===== config.mk =====
export PLATFORM = sky130hd
export DESIGN_NAME = alu_req_arbiter
export DESIGN_NICKNAME = d
export VERILOG_FILES = /design/src/rtl/alu_req_arbiter.sv
export SDC_FILE = /design/constraint.sdc
export NUM_CORES = 1
export LEC_CHECK = 0
export CAP_MARGIN = 20
export CORE_AREA = 5 5 254 256
export CTS_CLUSTER_SIZE = 10
export DETAILED_ROUTE_END_ITERATION = 8
export DIE_AREA = 0 0 259 261
export SLEW_MARGIN = 15
export SYNTH_ARGS = -nofsm -noshare
export SYNTH_HDL_FRONTEND = slang
export SYNTH_SLANG_ARGS = --single-unit

===== constraint.sdc =====
create_clock -name clk -period 2.3 [get_ports clk]
set_input_delay 0.46 -clock clk [delete_from_list [all_inputs] [get_ports clk]]
set_output_delay 0.46 -clock clk [all_outputs]
set_load 0.01 [all_outputs]

===== src/rtl/alu_req_arbiter.sv =====
// Round-robin front end that lets two requesters share one external combinational ALU.
// One transaction in flight; operands held on the ALU for the whole EXEC+RESP window.
module alu_req_arbiter #(
    parameter int WIDTH      = 64,
    parameter int SHIFT_W    = 5,
    parameter int MUL_CYCLES = 3,
    parameter int NUM_OPS    = 6
) (
    input  logic               clk,
    input  logic               rst,
    input  logic               req0_valid,
    output logic               req0_ready,
    input  logic [3:0]         req0_opcode,
    input  logic [WIDTH-1:0]   req0_a,
    input  logic [WIDTH-1:0]   req0_b,
    input  logic [SHIFT_W-1:0] req0_shift,
    input  logic               req1_valid,
    output logic               req1_ready,
    input  logic [3:0]         req1_opcode,
    input  logic [WIDTH-1:0]   req1_a,
    input  logic [WIDTH-1:0]   req1_b,
    input  logic [SHIFT_W-1:0] req1_shift,
    output logic               rsp0_valid,
    input  logic               rsp0_ready,
    output logic [WIDTH-1:0]   rsp0_result,
    output logic [3:0]         rsp0_flags,
    output logic               rsp0_err,
    output logic               rsp1_valid,
    input  logic               rsp1_ready,
    output logic [WIDTH-1:0]   rsp1_result,
    output logic [3:0]         rsp1_flags,
    output logic               rsp1_err,
    output logic [3:0]         alu_opcode,
    output logic [WIDTH-1:0]   alu_input1,
    output logic [WIDTH-1:0]   alu_input2,
    output logic [SHIFT_W-1:0] alu_shiftValue,
    input  logic [WIDTH-1:0]   alu_result,
    input  logic               alu_carryFlag,
    input  logic               alu_zeroFlag,
    input  logic               alu_overFlowFlag,
    input  logic               alu_signFlag,
    output logic [31:0]        op_count
);

    localparam int         CNT_W  = (MUL_CYCLES > 1) ? $clog2(MUL_CYCLES) : 1;
    localparam logic [3:0] OP_MUL = 4'd4;

    typedef enum logic [1:0] {S_IDLE, S_EXEC, S_RESP} state_t;

    state_t             state_q, state_d;
    logic               last_grant_q, last_grant_d;
    logic               gid_q, gid_d;
    logic [CNT_W-1:0]   cnt_q, cnt_d;
    logic [3:0]         op_q, op_d;
    logic [WIDTH-1:0]   a_q, a_d, b_q, b_d;
    logic [SHIFT_W-1:0] sh_q, sh_d;
    logic [WIDTH-1:0]   res_q [2];
    logic [WIDTH-1:0]   res_d [2];
    logic [3:0]         flg_q [2];
    logic [3:0]         flg_d [2];
    logic [1:0]         err_q, err_d;
    logic [31:0]        op_count_q, op_count_d;

    logic               grant;
    logic [3:0]         req_op;
    logic               illegal;
    logic               rsp_hs;

    // On a tie the requester that was not served last wins.
    assign grant      = (req0_valid && req1_valid) ? ~last_grant_q : req1_valid;
    assign req0_ready = (state_q == S_IDLE) && !grant && req0_valid;
    assign req1_ready = (state_q == S_IDLE) &&  grant && req1_valid;
    assign req_op     = grant ? req1_opcode : req0_opcode;

    assign rsp0_valid = (state_q == S_RESP) && !gid_q;
    assign rsp1_valid = (state_q == S_RESP) &&  gid_q;
    assign rsp_hs     = (state_q == S_RESP) && (gid_q ? rsp1_ready : rsp0_ready);
    assign illegal    = (op_q >= 4'(NUM_OPS));

    always_comb begin
        state_d      = state_q;
        last_grant_d = last_grant_q;
        gid_d        = gid_q;
        cnt_d        = cnt_q;
        op_d         = op_q;
        a_d          = a_q;
        b_d          = b_q;
        sh_d         = sh_q;
        res_d        = res_q;
        flg_d        = flg_q;
        err_d        = err_q;
        op_count_d   = op_count_q;
        unique case (state_q)
            S_IDLE: begin
                if (req0_ready || req1_ready) begin
                    gid_d   = grant;
                    op_d    = req_op;
                    a_d     = grant ? req1_a : req0_a;
                    b_d     = grant ? req1_b : req0_b;
                    sh_d    = grant ? req1_shift : req0_shift;
                    cnt_d   = (req_op == OP_MUL) ? CNT_W'(MUL_CYCLES - 1) : '0;
                    state_d = S_EXEC;
                end
            end
            S_EXEC: begin
                // Illegal opcodes skip any MUL wait and report a zeroed payload.
                if (illegal || cnt_q == '0) begin
                    res_d[gid_q] = illegal ? '0 : alu_result;
                    flg_d[gid_q] = illegal ? 4'b0 :
                                   {alu_carryFlag, alu_zeroFlag, alu_overFlowFlag, alu_signFlag};
                    err_d[gid_q] = illegal;
                    state_d      = S_RESP;
                end else begin
                    cnt_d = cnt_q - CNT_W'(1);
                end
            end
            S_RESP: begin
                if (rsp_hs) begin
                    last_grant_d = gid_q;
                    op_count_d   = op_count_q + 32'd1;
                    state_d      = S_IDLE;
                end
            end
            default: state_d = S_IDLE;
        endcase
    end

    always_ff @(posedge clk) begin
        if (rst) begin
            state_q      <= S_IDLE;
            last_grant_q <= 1'b1;
            gid_q        <= 1'b0;
            cnt_q        <= '0;
            op_q         <= '0;
            a_q          <= '0;
            b_q          <= '0;
            sh_q         <= '0;
            res_q        <= '{default: '0};
            flg_q        <= '{default: '0};
            err_q        <= '0;
            op_count_q   <= '0;
        end else begin
            state_q      <= state_d;
            last_grant_q <= last_grant_d;
            gid_q        <= gid_d;
            cnt_q        <= cnt_d;
            op_q         <= op_d;
            a_q          <= a_d;
            b_q          <= b_d;
            sh_q         <= sh_d;
            res_q        <= res_d;
            flg_q        <= flg_d;
            err_q        <= err_d;
            op_count_q   <= op_count_d;
        end
    end

    assign alu_opcode     = op_q;
    assign alu_input1     = a_q;
    assign alu_input2     = b_q;
    assign alu_shiftValue = sh_q;
    assign rsp0_result    = res_q[0];
    assign rsp1_result    = res_q[1];
    assign rsp0_flags     = flg_q[0];
    assign rsp1_flags     = flg_q[1];
    assign rsp0_err       = err_q[0];
    assign rsp1_err       = err_q[1];
    assign op_count       = op_count_q;

endmodule


==> flow_metrics.py, run 1 <==
metrics = {
    "placement": {
        "place_area_um2": 20600,
        "gp_congestion": 0.854,
        "portBuffers": 658,
        "dp_hpwl_um": 46200,
    },
    "yosys": {
        "yosysTopAreaCellShare": 0.489,
        "synthArstFlopShare": 0,
        "synth_top_family_by_area": "simple AND/OR/NAND/NOR gates",
        "syn-cell-area_um2": 12800,
        "yosys.area.top_type": "dfxtp_1",
        "yosysUniqueCellTypes": 43,
        "synth_cells": 1462,
        "synth_ff_type": "dfxtp_1",
        "yosysSeqAreaShare": 0.489,
        "synth-edff-count": 0,
        "synth_adder_area_share": 0.00195,
        "ys_seq_elements": 313,
        "muxShareOfSynthArea": 0.111,
        "synth_fp_nets": 1812,
        "syn_avg_cell_area_um2": 8.77,
        "yosys_warnings": 0,
        "synth.area.top_cells": "dfxtp_1, mux2i_1, a211oi_1",
        "synth-compound-area-share": 0.164,
        "synthSimpleGateAreaFrac": 0.185,
        "synthXorXnorAreaFrac": 0.00410,
    },
    "critical_path": {
        "cp-startpoint": "state_q[0]",
        "r2r_setup_slack_ps": 220,
        "regToRegStartpoint": "op_count[0]",
        "rr_endpoint": "op_count[26]",
        "worstSetupPathType": "reg2out",
        "ff2ff_path_depth": 5,
        "crit_path_start_kind": "flop",
        "cp-end-kind": "output port",
        "cp.required_ps": 1840,
        "crit_arrival_ps": 1790,
        "crit_fanout": 6,
    },
    "sta": {
        "finalHoldViolations": 0,
        "rsz0062_at_grt": "true",
        "fin_crit_sh": 0.979,
        "setup_viol": 0,
        "relSlewSlack": 0.679,
        "finalMaxSlewViolations": 0,
        "finClkSkew_ps": 15.9,
        "tightest_slew_ps": 481,
        "setup_tns_ps": 0,
        "max_freq_ghz": 0.444,
        "min_period_ps": 2250,
    },
    "global_routing": {
        "antenna_found_initial": 24,
        "grt.total_usage": 0.166,
        "overflow": 0,
        "grt_max_degree": 102,
        "grt_pass1_vias": 13701,
        "grt_pass1_wl_um": 86900,
    },
    "cells_and_area": {
        "syn2layout_area_growth_pct": 70.1,
        "final_cell_area_um2": 21800,
        "final_common_cell": "clkdlybuf4s50_1",
        "layout_common_cells": "clkdlybuf4s50_1, dfxtp_1, a21oi_1",
        "drive_gt1_frac": 0.0578,
        "final_util": 0.350,
        "fin_nets": 2428,
    },
    "floorplanning": {
        "pin_count": 659,
        "fp.dieArea_um2": 67600,
        "dieWidth_um": 259,
        "fp.dieH_um": 261,
        "core_um2": 62300,
        "num_rows": 92,
        "start_util": 0.206,
    },
    "detailed_routing": {
        "drtPass1Iterations": 6,
        "wire_per_inst_um": 20.2,
        "wl_um": 59800,
        "vias_per_cell": 4.55,
        "drtAntennaViolNets": 0,
        "drc_errors": 0,
        "drt-initial-drc-count": 831,
        "vias": 13433,
    },
    "clock_tree": {
        "clock_sinks": 313,
        "numCtsBuffers": 40,
        "path_clk_slew_ps": 60,
        "cts-htree-levels": 2,
        "clkLatencyLatePin_ps": 540,
        "cts.path.max_buffers": 3,
        "cts_setup_buffers": 0,
        "cts_root_buf": "clkbuf_16",
        "cts_tree": "yes",
        "cts_hold_buffers": 0,
        "cts.repair.resized": 6,
    },
    "power": {
        "vdd_drop_max_mv": 0.464,
        "leakage_nw": 7.58,
        "powerDensity_nw_per_um2": 726,
    },
    "outcome": {
        "status": "complete, no violations",
    },
    "job": {
        "maxCapViolCount": 0,
    },
    "worst_hold_path": {
        "min_to": "alu_input1[12]",
        "min_from": "rst",
        "hold_path_depth": 2,
        "worstHoldPathType": "in2reg",
    },
}
worst max-delay path, cell delays in order (launching register included):
cell and delay [ps]:
dfxtp_1 350, nor2_1 230, nand2_1 150, nor2_2 220, buf_4 180, buf_12 110
cells in the mapped netlist, types with 2 or more instances:
cell,n
nand3_1,151
nor4_1,3
nor3_1,2
o21ai_0,6
nand4_1,10
a211oi_1,141
nor2_1,159
nor2b_1,4
nand2b_1,3
xor2_1,5
and2_1,5
nand2_1,148
inv_1,7
mux2_2,3
clkbuf_1,98
buf_2,19
and4_1,5
or3_1,3
ha_1,2
dfxtp_1,313
or4_1,18
o31ai_1,18
mux2i_1,137
buf_1,14
a21oi_1,162
buf_6,3
o211ai_1,2
and3_1,6
sequential cells by signal, summed over array words and instances (netlist names):
signal          count
alu_shiftValue      5
rsp0_result        64
rsp1_flags          4
alu_input2         64
state_q             2
op_count           32
gid_q               1
err_q               2
rsp1_result        64
rsp0_flags          4
alu_input1         64
alu_opcode          4
last_grant_q        1
cnt_q               2
stage by stage:
stage	hold slack, ps	total power [W]	cells	setup WS [ps]
detailed placement	446	0.0103	2882	-29.9
CTS	280	0.0161	2940	-33.0
finish	329	0.0158	2955	49.2
floorplan	451	0.00792	1462	286
global route	311	0.0166	2949	-79.0
global placement	442	0.0103	2882	-4.62
report_power, final:
part / internal, W / switching [W] / leakage, nW
Sequential: 0.00593 / 0.000314 / 2.56
Combinational: 0.00202 / 0.00192 / 4.46
Clock: 0.00331 / 0.00233 / 0.548
cells by family after synthesis:
| family | Yosys count |
|---|---|
| XOR/XNOR | 6 |
| multiplexers | 141 |
| AND/OR/NAND/NOR | 523 |
| adder cells (fa/ha/maj) | 2 |
| buffers and inverters | 142 |
| flip-flops | 313 |
| AO/OA/AOI/OAI | 335 |
how the worst max path moves through the flow:
stage | depth (start not counted) | end
after floorplan | 6 | op_count[24]
after global placement | 6 | op_count[31]
after detailed placement | 6 | op_count[18]
after CTS | 3 | rsp1_valid
after global routing | 5 | req0_ready
final | 5 | req0_ready
metal layers:
layer  track usage  share of wire
met5             0        0.00047
met4        0.0691          0.034
met3        0.0622          0.090
met2         0.287           0.50
met1         0.184           0.38
cell type report:
cell class	instances	area, um2
fillers	6415	40500
repair buffers	709	7250
flip-flops and latches	313	6270
multi-input cells	1007	6040
clock buffers	55	1110
well taps	846	1060
diodes	15	37.5
inverters	7	26.3
clock inverters	3	17.5
Note: power is estimated with default switching activity, not from simulation.
==> inputs of run 2 (changes only) <==
--- a/config.mk
+++ b/config.mk
@@ -6,10 +6,10 @@
 export NUM_CORES = 1
 export LEC_CHECK = 0
 export CAP_MARGIN = 20
-export CORE_AREA = 5 5 254 256
+export CORE_AREA = 3 3 252 254
 export CTS_CLUSTER_SIZE = 10
 export DETAILED_ROUTE_END_ITERATION = 8
-export DIE_AREA = 0 0 259 261
+export DIE_AREA = 0 0 255 257
 export SLEW_MARGIN = 15
 export SYNTH_ARGS = -nofsm -noshare
 export SYNTH_HDL_FRONTEND = slang
==> run 2 against run 1 <==
Effect of this change: fmax rose by 3.0%; setup slack improved by 65 ps; sequential power barely moved; largest cell class unchanged; routed wire length fell by 2.6%; highest routed layer unchanged.
==> flow_metrics.py, run 2 (synthesized netlist as in run 1, its figures left out) <==
metrics = {
    "detailed_routing": {
        "vias_per_cell": 4.64,
        "met1_length_um": 22700,
        "dr_wl_met3_um": 4910,
        "wire_per_inst_um": 20.1,
        "drc_errors": 0,
        "met2_wirelength_um": 28600,
        "drtPass1Iterations": 5,
        "drt-initial-drc-count": 807,
        "vias": 13469,
        "drtAntennaViolNets": 0,
        "top_layer_used": "met5",
        "wl_um": 58300,
    },
    "clock_tree": {
        "cts.repair.resized": 7,
        "cts_root_buf": "clkbuf_16",
        "clkLatencyLatePin_ps": 550,
        "numCtsBuffers": 41,
        "path_clk_slew_ps": 60,
        "cts-htree-levels": 2,
        "cts_setup_buffers": 0,
        "cts.path.max_buffers": 3,
        "clock_sinks": 313,
        "cts_tree": "yes",
        "cts_hold_buffers": 0,
    },
    "cells_and_area": {
        "final_common_cell": "clkdlybuf4s50_1",
        "fin_nets": 2435,
        "layout_common_cells": "clkdlybuf4s50_1, dfxtp_1, a21oi_1",
        "final_cell_area_um2": 21900,
        "syn2layout_area_growth_pct": 70.6,
        "fill_cells": 6236,
        "drive_gt1_frac": 0.0632,
    },
    "placement": {
        "place_area_um2": 20600,
        "portBuffers": 658,
        "post-place-ws_ps": 6.30,
        "gp_congestion": 0.856,
        "dp_hpwl_um": 44600,
    },
    "sta": {
        "setup_tns_ps": 0,
        "rsz0062_at_grt": "false",
        "setup_ws_ps": 114,
        "finClkSkew_ps": 16.4,
        "max_freq_ghz": 0.457,
        "tightest_slew_ps": 465,
        "setup_viol": 0,
        "fin_crit_sh": 0.950,
        "relSlewSlack": 0.690,
        "finalMaxSlewViolations": 0,
        "finalHoldViolations": 0,
        "min_period_ps": 2190,
    },
    "global_routing": {
        "grt_pass1_vias": 13530,
        "overflow": 0,
        "grt_pass1_wl_um": 84800,
        "antenna_found_initial": 21,
        "grt_max_degree": 97,
        "grt.total_usage": 0.169,
    },
    "job": {
        "maxCapViolCount": 0,
    },
    "critical_path": {
        "path_buf_inv": 1,
        "worstSetupPathType": "reg2out",
        "worst_path_max_delay_cell": "clkdlybuf4s50_1",
        "cp-end-kind": "output port",
        "cpPeakStageDelay_ps": 770,
        "crit_family": "buffers and inverters",
        "worstPathCellList": "clkdlybuf4s50_1",
        "cp.required_ps": 1840,
        "crit_fanout": 4,
        "crit_arrival_ps": 1730,
        "crit_path_start_kind": "flop",
    },
    "power": {
        "vdd_drop_max_mv": 0.494,
        "powerDensity_nw_per_um2": 734,
        "leakage_nw": 7.62,
    },
    "floorplanning": {
        "fp.dieH_um": 257,
        "start_util": 0.208,
        "fp.dieArea_um2": 65500,
        "core_um2": 61500,
        "dieWidth_um": 255,
        "num_rows": 91,
        "pin_count": 659,
    },
    "worst_hold_path": {
        "worstHoldPathType": "in2reg",
    },
    "outcome": {
        "status": "complete, no violations",
    },
}
## run 2: final cells by class
class	instances	area, um2	share of cell area
clock buffer	56	1130	0.0518
clock inverter	8	58.8	0.00269
tap	790	988	0.0452
inverter	7	26.3	0.00120
sequential	313	6270	0.287
multi-input combinational	1007	6030	0.276
timing repair buffer	715	7340	0.336
antenna	7	17.5	0.000801
## run 2: per-stage QoR
step | total power [W] | std cells | utilization | hold slack (ps)
floorplan | 0.00792 | 1462 | - | 451
global placement | 0.0103 | 2832 | 0.336 | 441
detailed placement | 0.0103 | 2832 | 0.336 | 446
CTS | 0.0163 | 2896 | 0.355 | 244
global route | 0.0168 | 2901 | 0.355 | 284
finish | 0.0160 | 2903 | 0.356 | 297
## run 2: path summary, 6_finish.rpt
| path | slack (ps) | cells past startpoint | from | endpoint |
|---|---|---|---|---|
| worst max-delay path | 110 | 1 | alu_opcode[1] | alu_opcode[1] |
| worst min-delay path | 300 | 2 | rst | op_count[0] |
| worst max register to register | 270 | 5 | op_count[1] | op_count[26] |
| worst min register to register | 450 | 2 | rsp1_result[24] | rsp1_result[24] |
## run 2: worst reg2reg max path, cell delays in order (launching register included)
cell and delay [ps]:
dfxtp_1 400, ha_1 190, nand4_1 130, or4b_4 600, or4_1 500, a21oi_1 150
## run 2: layer usage
layer,vias up,track usage
met2,529,0.292
met1,6340,0.192
li1,6476,-
met5,-,0
met3,116,0.0563
met4,8,0.0684
## run 2: power by group
group          leakage [nW]  total, W  switching (W)  internal [W]
Sequential             2.56   0.00625       0.000315       0.00593
Clock                 0.574   0.00586        0.00244       0.00341
Combinational          4.48   0.00393        0.00189       0.00204
